### src/rtl/iic_eeprom_ctrl.sv
// ---------------------------------------------------------------------------
// iic_eeprom_ctrl
//
// I2C master for single-byte random write / random read transactions on a
// 24C02-class EEPROM with an 8-bit word address. Commands arrive as
// one-cycle pulses from the key debounce front end. SDA is open-drain
// (the block only pulls low or releases); SCL is push-pull, no stretching.
//
// Parameters:
//   SCL_DIV   s_clk cycles per SCL period, multiple of 4 and >= 8
//   DEV_ADDR  7-bit EEPROM device address
//
// Ports:
//   s_clk      system clock
//   s_rst_n    synchronous active-low reset
//   write_en   pulse: write wr_data to word_addr
//   read_en    pulse: read from word_addr (write wins if both pulse)
//   word_addr  word address, latched on command accept
//   wr_data    write byte, latched on command accept
//   scl        I2C clock
//   sda_oe     1 = pull SDA low, 0 = release
//   sda_in     SDA pin level
//   rd_data    last byte read, held until the next read completes
//   rd_valid   one-cycle pulse when rd_data updates
//   busy       high from command accept until back in IDLE
//   ack_err    missing ACK seen; cleared on the next accepted command
//
// Optional feature (macro IIC_ACK_POLL_EN): after a successful write the
// master ACK-polls the device (START, device-write byte, ACK, STOP) until it
// answers, capped at 255 NACKed attempts, before finishing.
// ---------------------------------------------------------------------------
module iic_eeprom_ctrl #(
    parameter int unsigned SCL_DIV  = 500,
    parameter logic [6:0]  DEV_ADDR = 7'h50
) (
    input  logic       s_clk,
    input  logic       s_rst_n,
    input  logic       write_en,
    input  logic       read_en,
    input  logic [7:0] word_addr,
    input  logic [7:0] wr_data,
    output logic       scl,
    output logic       sda_oe,
    input  logic       sda_in,
    output logic [7:0] rd_data,
    output logic       rd_valid,
    output logic       busy,
    output logic       ack_err
);

    localparam int unsigned QDIV = SCL_DIV / 4;
    localparam int unsigned QW   = (QDIV > 1) ? $clog2(QDIV) : 1;

    typedef enum logic [4:0] {
        IDLE, START, DEVW, ACK_DW, WADDR, ACK_WA, WDATA, ACK_WD,
        RSTART, DEVR, ACK_DR, RDATA, MNACK, STOP, DONE
`ifdef IIC_ACK_POLL_EN
        , P_START, P_DEV, P_ACK, P_STOP
`endif
    } state_t;

    state_t        state, state_next;
    logic [QW-1:0] qcnt;
    logic [1:0]    qtr;
    logic [2:0]    bit_cnt;
    logic          is_read;
    logic [7:0]    addr_q;
    logic [7:0]    data_q;
    logic [7:0]    shift;
    logic          samp;

    logic          qtick;
    logic          slot_end;
    logic          sample;
    logic          accept;
    logic          set_err;
    logic          byte_state;
    logic [7:0]    tx_byte;
    logic          tx_bit;
    logic          scl_d;
    logic          sda_oe_d;

`ifdef IIC_ACK_POLL_EN
    logic [7:0]    poll_cnt;
    logic          poll_nack;
`endif

    assign qtick    = (state != IDLE) && (qcnt == QW'(QDIV - 1));
    assign sample   = qtick && (qtr == 2'd2);
    assign slot_end = qtick && (qtr == 2'd3);
    assign accept   = (state == IDLE) && (write_en || read_en);
    assign busy     = (state != IDLE);
    assign tx_bit   = tx_byte[3'd7 - bit_cnt];

    // State register.
    always_ff @(posedge s_clk) begin
        if (!s_rst_n) begin
            state <= IDLE;
        end else begin
            state <= state_next;
        end
    end

    // Next-state and bus-level decode. The bus levels are registered in the
    // datapath, so the whole waveform trails the state by one clock, which
    // keeps scl/sda_oe glitch-free.
    always_comb begin
        state_next = state;
        set_err    = 1'b0;
        byte_state = 1'b0;
        tx_byte    = 8'h00;
        scl_d      = 1'b1;
        sda_oe_d   = 1'b0;

        case (state)
            IDLE: begin
                if (accept) state_next = START;
            end
            START: begin
                scl_d    = (qtr != 2'd3);
                sda_oe_d = qtr[1];
                if (slot_end) state_next = DEVW;
            end
            DEVW: begin
                byte_state = 1'b1;
                tx_byte    = {DEV_ADDR, 1'b0};
                if (slot_end && bit_cnt == 3'd7) state_next = ACK_DW;
            end
            ACK_DW: begin
                if (slot_end) begin
                    set_err    = samp;
                    state_next = samp ? STOP : WADDR;
                end
            end
            WADDR: begin
                byte_state = 1'b1;
                tx_byte    = addr_q;
                if (slot_end && bit_cnt == 3'd7) state_next = ACK_WA;
            end
            ACK_WA: begin
                if (slot_end) begin
                    set_err = samp;
                    if (samp)         state_next = STOP;
                    else if (is_read) state_next = RSTART;
                    else              state_next = WDATA;
                end
            end
            WDATA: begin
                byte_state = 1'b1;
                tx_byte    = data_q;
                if (slot_end && bit_cnt == 3'd7) state_next = ACK_WD;
            end
            ACK_WD: begin
                if (slot_end) begin
                    set_err    = samp;
                    state_next = STOP;
                end
            end
            // SCL is low on entry after the ACK slot, so the repeated START
            // releases SDA with SCL low first; otherwise the slave's ACK
            // release with SCL high would look like a STOP.
            RSTART: begin
                scl_d    = (qtr == 2'd1) || (qtr == 2'd2);
                sda_oe_d = qtr[1];
                if (slot_end) state_next = DEVR;
            end
            DEVR: begin
                byte_state = 1'b1;
                tx_byte    = {DEV_ADDR, 1'b1};
                if (slot_end && bit_cnt == 3'd7) state_next = ACK_DR;
            end
            ACK_DR: begin
                if (slot_end) begin
                    set_err    = samp;
                    state_next = samp ? STOP : RDATA;
                end
            end
            RDATA: begin
                byte_state = 1'b1;
                if (slot_end && bit_cnt == 3'd7) state_next = MNACK;
            end
            MNACK: begin
                if (slot_end) state_next = STOP;
            end
            STOP: begin
                scl_d    = (qtr != 2'd0);
                sda_oe_d = !qtr[1];
                if (slot_end) begin
`ifdef IIC_ACK_POLL_EN
                    state_next = (!is_read && !ack_err) ? P_START : DONE;
`else
                    state_next = DONE;
`endif
                end
            end
            DONE: begin
                state_next = IDLE;
            end
`ifdef IIC_ACK_POLL_EN
            P_START: begin
                scl_d    = (qtr != 2'd3);
                sda_oe_d = qtr[1];
                if (slot_end) state_next = P_DEV;
            end
            P_DEV: begin
                byte_state = 1'b1;
                tx_byte    = {DEV_ADDR, 1'b0};
                if (slot_end && bit_cnt == 3'd7) state_next = P_ACK;
            end
            P_ACK: begin
                if (slot_end) state_next = P_STOP;
            end
            P_STOP: begin
                scl_d    = (qtr != 2'd0);
                sda_oe_d = !qtr[1];
                if (slot_end) begin
                    if (!poll_nack) begin
                        state_next = DONE;
                    end else if (poll_cnt == 8'hFF) begin
                        set_err    = 1'b1;
                        state_next = DONE;
                    end else begin
                        state_next = P_START;
                    end
                end
            end
`endif
            default: state_next = IDLE;
        endcase

        // Bit slots: SCL low in Q0, high for Q1..Q3. Only transmit bytes
        // drive SDA; ACK, read and master-NACK slots leave it released.
        if (byte_state || state == ACK_DW || state == ACK_WA || state == ACK_WD ||
            state == ACK_DR || state == MNACK
`ifdef IIC_ACK_POLL_EN
            || state == P_ACK
`endif
            ) begin
            scl_d    = (qtr != 2'd0);
            sda_oe_d = (byte_state && state != RDATA) ? !tx_bit : 1'b0;
        end
    end

    // Quarter timing, bit counting, sampling and result registers.
    always_ff @(posedge s_clk) begin
        if (!s_rst_n) begin
            qcnt     <= '0;
            qtr      <= 2'd0;
            bit_cnt  <= 3'd0;
            is_read  <= 1'b0;
            addr_q   <= 8'h00;
            data_q   <= 8'h00;
            shift    <= 8'h00;
            samp     <= 1'b0;
            scl      <= 1'b1;
            sda_oe   <= 1'b0;
            rd_data  <= 8'h00;
            rd_valid <= 1'b0;
            ack_err  <= 1'b0;
`ifdef IIC_ACK_POLL_EN
            poll_cnt  <= 8'h00;
            poll_nack <= 1'b0;
`endif
        end else begin
            scl      <= scl_d;
            sda_oe   <= sda_oe_d;
            rd_valid <= 1'b0;

            if (accept) begin
                qcnt    <= '0;
                qtr     <= 2'd0;
                bit_cnt <= 3'd0;
                is_read <= !write_en;
                addr_q  <= word_addr;
                data_q  <= wr_data;
                ack_err <= 1'b0;
`ifdef IIC_ACK_POLL_EN
                poll_cnt  <= 8'h00;
                poll_nack <= 1'b0;
`endif
            end else if (state == IDLE) begin
                qcnt <= '0;
            end else begin
                qcnt <= qtick ? '0 : qcnt + QW'(1);
                if (qtick) qtr <= qtr + 2'd1;
                if (slot_end && byte_state) bit_cnt <= bit_cnt + 3'd1;
                if (sample) begin
                    samp <= sda_in;
                    if (state == RDATA) shift <= {shift[6:0], sda_in};
                end
                if (set_err) ack_err <= 1'b1;
                if (state == DONE && is_read && !ack_err) begin
                    rd_data  <= shift;
                    rd_valid <= 1'b1;
                end
`ifdef IIC_ACK_POLL_EN
                if (slot_end && state == P_START) poll_nack <= 1'b0;
                if (slot_end && state == P_ACK && samp) begin
                    poll_nack <= 1'b1;
                    poll_cnt  <= poll_cnt + 8'd1;
                end
`endif
            end
        end
    end

endmodule

### config.mk
export PLATFORM = sky130hd
export DESIGN_NAME = iic_eeprom_ctrl
export DESIGN_NICKNAME = d
export VERILOG_FILES = /design/src/rtl/iic_eeprom_ctrl.sv
export SDC_FILE = /design/constraint.sdc
export NUM_CORES = 1
export LEC_CHECK = 0
export BUFFER_PORTS_ARGS = -buffer_cell sky130_fd_sc_hd__buf_2
export CORE_ASPECT_RATIO = 1.1
export CORE_UTILIZATION = 45
export DETAILED_ROUTE_END_ITERATION = 16
export MAX_ROUTING_LAYER = met4
export PLACE_DENSITY_LB_ADDON = 0.05
export SLEW_MARGIN = 10
export SYNTH_ARGS = -nofsm -noshare
export SYNTH_HDL_FRONTEND = slang
export SYNTH_SLANG_ARGS = --single-unit
### constraint.sdc
create_clock -name s_clk -period 4.9 [get_ports s_clk]
set_clock_uncertainty 0.15 [all_clocks]
set_input_delay 1.225 -clock s_clk [delete_from_list [all_inputs] [get_ports s_clk]]
set_output_delay 1.225 -clock s_clk [all_outputs]
set_load 0.02 [all_outputs]
== Yosys cells after proc, flatten, opt, wreduce, memory -nomap -nowiden ==
Cells that the tools add are included.

* Flip-flop bits (word level): 55
* Output and inout bits: 13
* Word-level logic and storage cells: 123
* Bits of input ports: 21

* Muxes and demuxes: 30
* Equality and inequality tests: 34
* $lt $le $gt $ge: 1
* Bitwise operators: 3
* Reduce and logical (&&, ||, !) cells: 37
* Add/subtract/negate cells: 4

{| class="wikitable"
|+ Operators by type and width
! cell !! count
|-
| 5-bit 2-to-1 mux || 13
|-
| 5-bit case mux with 13 select lines || 1
|-
| 5-bit by 4-bit == test with 1-bit output, second input constant || 7
|-
| 8-bit case mux with 4 select lines || 1
|-
| 2-bit inequality test, second input constant || 13
|-
| 5-bit by 3-bit == test with 1-bit output, second input constant || 4
|-
| 13-bit AND reduction || 1
|-
| 4-bit 2-to-1 mux || 3
|-
| 5-bit by 2-bit == test with 1-bit output, second input constant || 2
|-
| 1-bit logical AND || 9
|-
| 1-bit 2-to-1 mux || 8
|-
| 4-bit OR reduction || 2
|-
| 7-bit by 1-bit adder with 7-bit output, second input constant || 1
|-
| 7-bit == test, second input constant || 1
|-
| 1-bit logical OR || 7
|-
| 2-bit AND reduction || 3
|-
| 3-bit AND reduction || 2
|-
| 2-bit OR reduction || 3
|-
| 5-bit by 1-bit == test with 1-bit output, second input constant || 1
|-
| 5-bit logical NOT || 1
|-
| 5-bit by 4-bit inequality test with 1-bit output, second input constant || 1
|-
| 5-bit nonzero test || 1
|-
| 5-bit OR reduction || 1
|-
| 2-bit == test, second input constant || 2
|-
| 16 further kinds || 21
|}

== Longest topological paths before layout ==
* Depth after elaboration: 9
* Depth in mapped cells: 8
* Depth with buffers taken out: 7

== Worst setup path after synthesis ==
No wires, ideal clock.

* Path type: reg-to-output
* Start point: register state[2]
* End point: output busy
* Arrival time: 958 ps
* Data required time: 3525 ps
* Cell stages (with the launch flop): 3
* Buffers on the path: 0
* Setup slack: 2567 ps
* Cells stage by stage: dfxtp_1 -> nor4_4 -> inv_1

* Longest elaborated chain between the ends: 1

{| class="wikitable"
|+ Ends and longest elaborated chain
! element !! line !! RTL
|-
| from (decl) || 62 || <nowiki>state_t state, state_next;</nowiki>
|-
| from (signal assigned) || 100 || <nowiki>state <= state_next;</nowiki>
|-
| 5-bit nonzero test || 92 || <nowiki>assign busy = (state != IDLE);</nowiki>
|-
| to (decl) || 47 || <nowiki>output logic busy,</nowiki>
|}

No other way between the ends.

== Worst setup path after layout ==
* Start point: register state[1]
* End point: output busy

The elaborated chain is that of the path after synthesis.

==> impl_metrics.csv <==
group,metric,value,unit
drt,vias,2005,
pwr,comb_power_share,0.262,
synthesis,synth_top_area_cell,"dfxtp_1",
critical_path,critPathCaptureType,"output port",
critical_path,start_kind,"flip-flop",
job,max_cap_violations,0,
critical_path,rr_endpoint,"sda_oe$_SDFF_PN0_",
critical_path,crit_arrival,1.80,ns
cts,root_buffer,"clkbuf_8",
floorplan,die_h,80.6,um
global_route,grt_antenna_before_repair,0,
sta,post-route-period-util,0.649,
run_status,status,"finished, final reports clean",
cts,clkSinkCount,54,
sta,hold_viol,0,
sta,tightestPinTransition,0.894,ns
cells_and_area,fin_nets,343,
sta,tns,0,ns
synthesis,ys_async_sr_fraction,0,
cts,cts.htree.levels,2,
worst_hold_path,min_path_cells,2,
synthesis,yosys_warnings,0,
synthesis,synth_area,2530,um2
global_route,grtUsageTotal,0.182,
drt,antenna_left,0,
cts,postCtsHoldBufs,0,
cts,insertion_delay,0.31,ns
cts,path_clk_slew,0.10,ns
synthesis,netlist_instances,290,
synthesis,synth_edf_count,0,
worst_hold_path,min_path_type,"reg2reg",
cts,cts_tree,"done",
pwr,leakagePower,1.20,nW
synthesis,syn_area_per_cell,8.72,um2
floorplan,core,5400,um2
global_route,first_global_vias,1683,
floorplan,pin_count,34,
synthesis,synthesis.nets,318,
placement,place.port_buffers,33,
pwr,netSwitchingPower,408,uW
cells_and_area,syn2layout_area_growth,12.3,%
pwr,vdd_ir_drop_max,0.000208,V
placement,gp_congestion,0.783,
global_route,grt_pass1_wl,8080,um
pwr,p_int,789,uW
synthesis,synth_top_flop_cell,"dfxtp_1",
drt,routed_wl,4990,um
cells_and_area,design_area,2840,um2
global_route,overflow,0,
placement,placed_cell_area,2720,um2
sta,setup_viol,0,
cells_and_area,drive_gt1_frac,0.158,
pwr,seqPwrFrac,0.469,
cts,cts_setup_buffers,0,
cts,cts_resized,0,
critical_path,reg2reg_slack,2.54,ns
synthesis,ys_seq_elements,54,
drt,detail_route.iter0.violations,101,
critical_path,max_stage_delay,0.61,ns
synthesis,seq_area_frac_synth,0.427,
cts,clk_path_buf_depth,2,
synthesis,synthTopCellsByArea,"dfxtp_1 (43%), mux2i_1 (10%), nand2_1 (6.8%)",
drt,wl_per_cell,12.8,um
worst_hold_path,hold_end,"addr_q[4]$_SDFFE_PN0P_",
worst_hold_path,worstHoldStart,"addr_q[4]$_SDFFE_PN0P_",
global_route,grt_start_max_net_pins,27,
critical_path,worstSetupPathType,"reg2out",
placement,dp_cells,383,
sta,slew_viol_final,0,
sta,fin_crit,3.18,ns
pwr,pwr-share-clk,0.269,
critical_path,crit_slowest_cell,"dfxtp_1",
drt,drt-pass1-iter-count,4,
pwr,switching_share,0.341,
synthesis,synth_top_cell_area_share,0.427,
cells_and_area,stdcell_count,391,
pwr,p_per_area,421,nW/um2
floorplan,row_count,28,
cells_and_area,fill_cells,562,
placement,dpl.hpwl,3390,um
floorplan,start_util,0.469,
critical_path,cp_max_fo,23,
sta,rsz0062_at_grt,"no",
floorplan,die_width,73.5,um
sta,timing.fmax,0.315,GHz
floorplan,die-area,5930,um2
critical_path,r2r-start,"state[1]$_SDFFE_PN0P_",
cells_and_area,diodes,0,
critical_path,rr_worst_depth,5,
critical_path,crit_path_cell_trace,"nor4_4, inv_1, buf_2",
drt,viasPerCell,5.13,
sta,max_slew_margin,0.403,
critical_path,cp.required,3.52,ns
drt,drc,0,
synthesis,synthDistinctLibCells,47,
cts,cts_made_buffers,5,
==> layout make-up <==
type	instances	area (um2)	share of cell area
Clock buffer	6	82.6	0.0291
Clock inverter	2	38.8	0.0137
Inverter	11	41.3	0.0145
Multi-Input combinational cell	208	1320	0.466
Sequential cell	54	1080	0.381
Tap cell	75	93.8	0.0330
Timing Repair Buffer	35	180	0.0634
==> stage by stage <==
stage	worst slack, ns	power, mW	utilization	hold WS (ns)
finish	1.72	1.20	0.526	0.306
global route	1.61	1.27	0.526	0.323
CTS	1.72	1.21	0.526	0.309
detailed placement	2.07	0.888	0.504	0.295
global placement	2.11	0.884	0.504	0.291
floorplan	2.57	0.816	-	0.280
==> power groups by stage <==
stage                     combinational, mW  clock (mW)  sequential [mW]
final                                 0.313       0.322            0.561
after global routing                  0.352       0.348            0.570
after CTS                             0.318       0.332            0.560
after detailed placement              0.317           0            0.571
after global placement                0.314           0            0.570
after floorplan                       0.279           0            0.537
==> logic make-up (layout without fill, tap and decap cells) <==
family                     count (synthesis)  in the layout  share of synthesized area
buffers and inverters                     28             54                     0.0500
DFF                                       54             54                      0.427
xor gates and xnor gates                   7              7                     0.0242
AOI/OAI and AO/OA                         57             57                      0.141
muxes                                     28             28                      0.124
and+or+nand+nor                          109            109                      0.199
adders and majority gates                  7              7                     0.0346
==> sequential cells by signal, indices dropped and copies added, names as in the netlist, 2 cells and up <==
name / flops
addr_q: 8
bit_cnt: 3
data_q: 8
qcnt: 7
qtr: 2
rd_data: 8
shift: 8
state: 4
==> synth_stat cells, types with 3 or more instances <==
cell type and n:
xnor2_1 4, inv_1 11, a21oi_1 24, nor2_1 39, ha_1 7, xor2_1 3, nor3_1 3, clkbuf_1 12
dfxtp_1 54, nand3b_1 5, mux2i_1 26, nand2_1 46, o21ai_0 12, nand3_1 3
==> worst max path at each step <==
stage / end / slack (ns) / from
final: busy / 1.72 / state[1]$_SDFFE_PN0P_
after global routing: busy / 1.61 / state[1]$_SDFFE_PN0P_
after CTS: busy / 1.72 / state[1]$_SDFFE_PN0P_
after detailed placement: busy / 2.07 / state[1]$_SDFFE_PN0P_
after global placement: busy / 2.11 / state[1]$_SDFFE_PN0P_
after floorplan: busy / 2.57 / state[2]$_SDFFE_PN0P_
==> critical path: cells and delay by family (launching register included) <==
kind / cells / cell delay, ns
DFF: 1 / 0.61
buffers and inverters: 2 / 0.38
and+or+nand+nor: 1 / 0.51
==> metal layers <==
layer / track usage / routed length (um) / part of all wire
met4: 0.0596 / 68 / 0.014
met5: - / 0 / 0
met1: 0.247 / 2510 / 0.50
met3: 0.0402 / 232 / 0.046
met2: 0.268 / 2190 / 0.44
==> placed cells by master (no fill, tap or decap), drive strengths merged, types with 2 or more instances in the layout <==
cell type and n:
dfxtp 54, nand2 47, nor2 40, buf 35
mux2i 26, a21oi 24, o21ai 13, inv 12
ha 7, clkbuf 6, nand3b 5, xnor2 4
nand3 3, nor3 3, xor2 3, a31oi 3
nand2b 2, a211oi 2, a32o 2, o31a 2
mux4 2
Power figures use the tool's default switching activity.
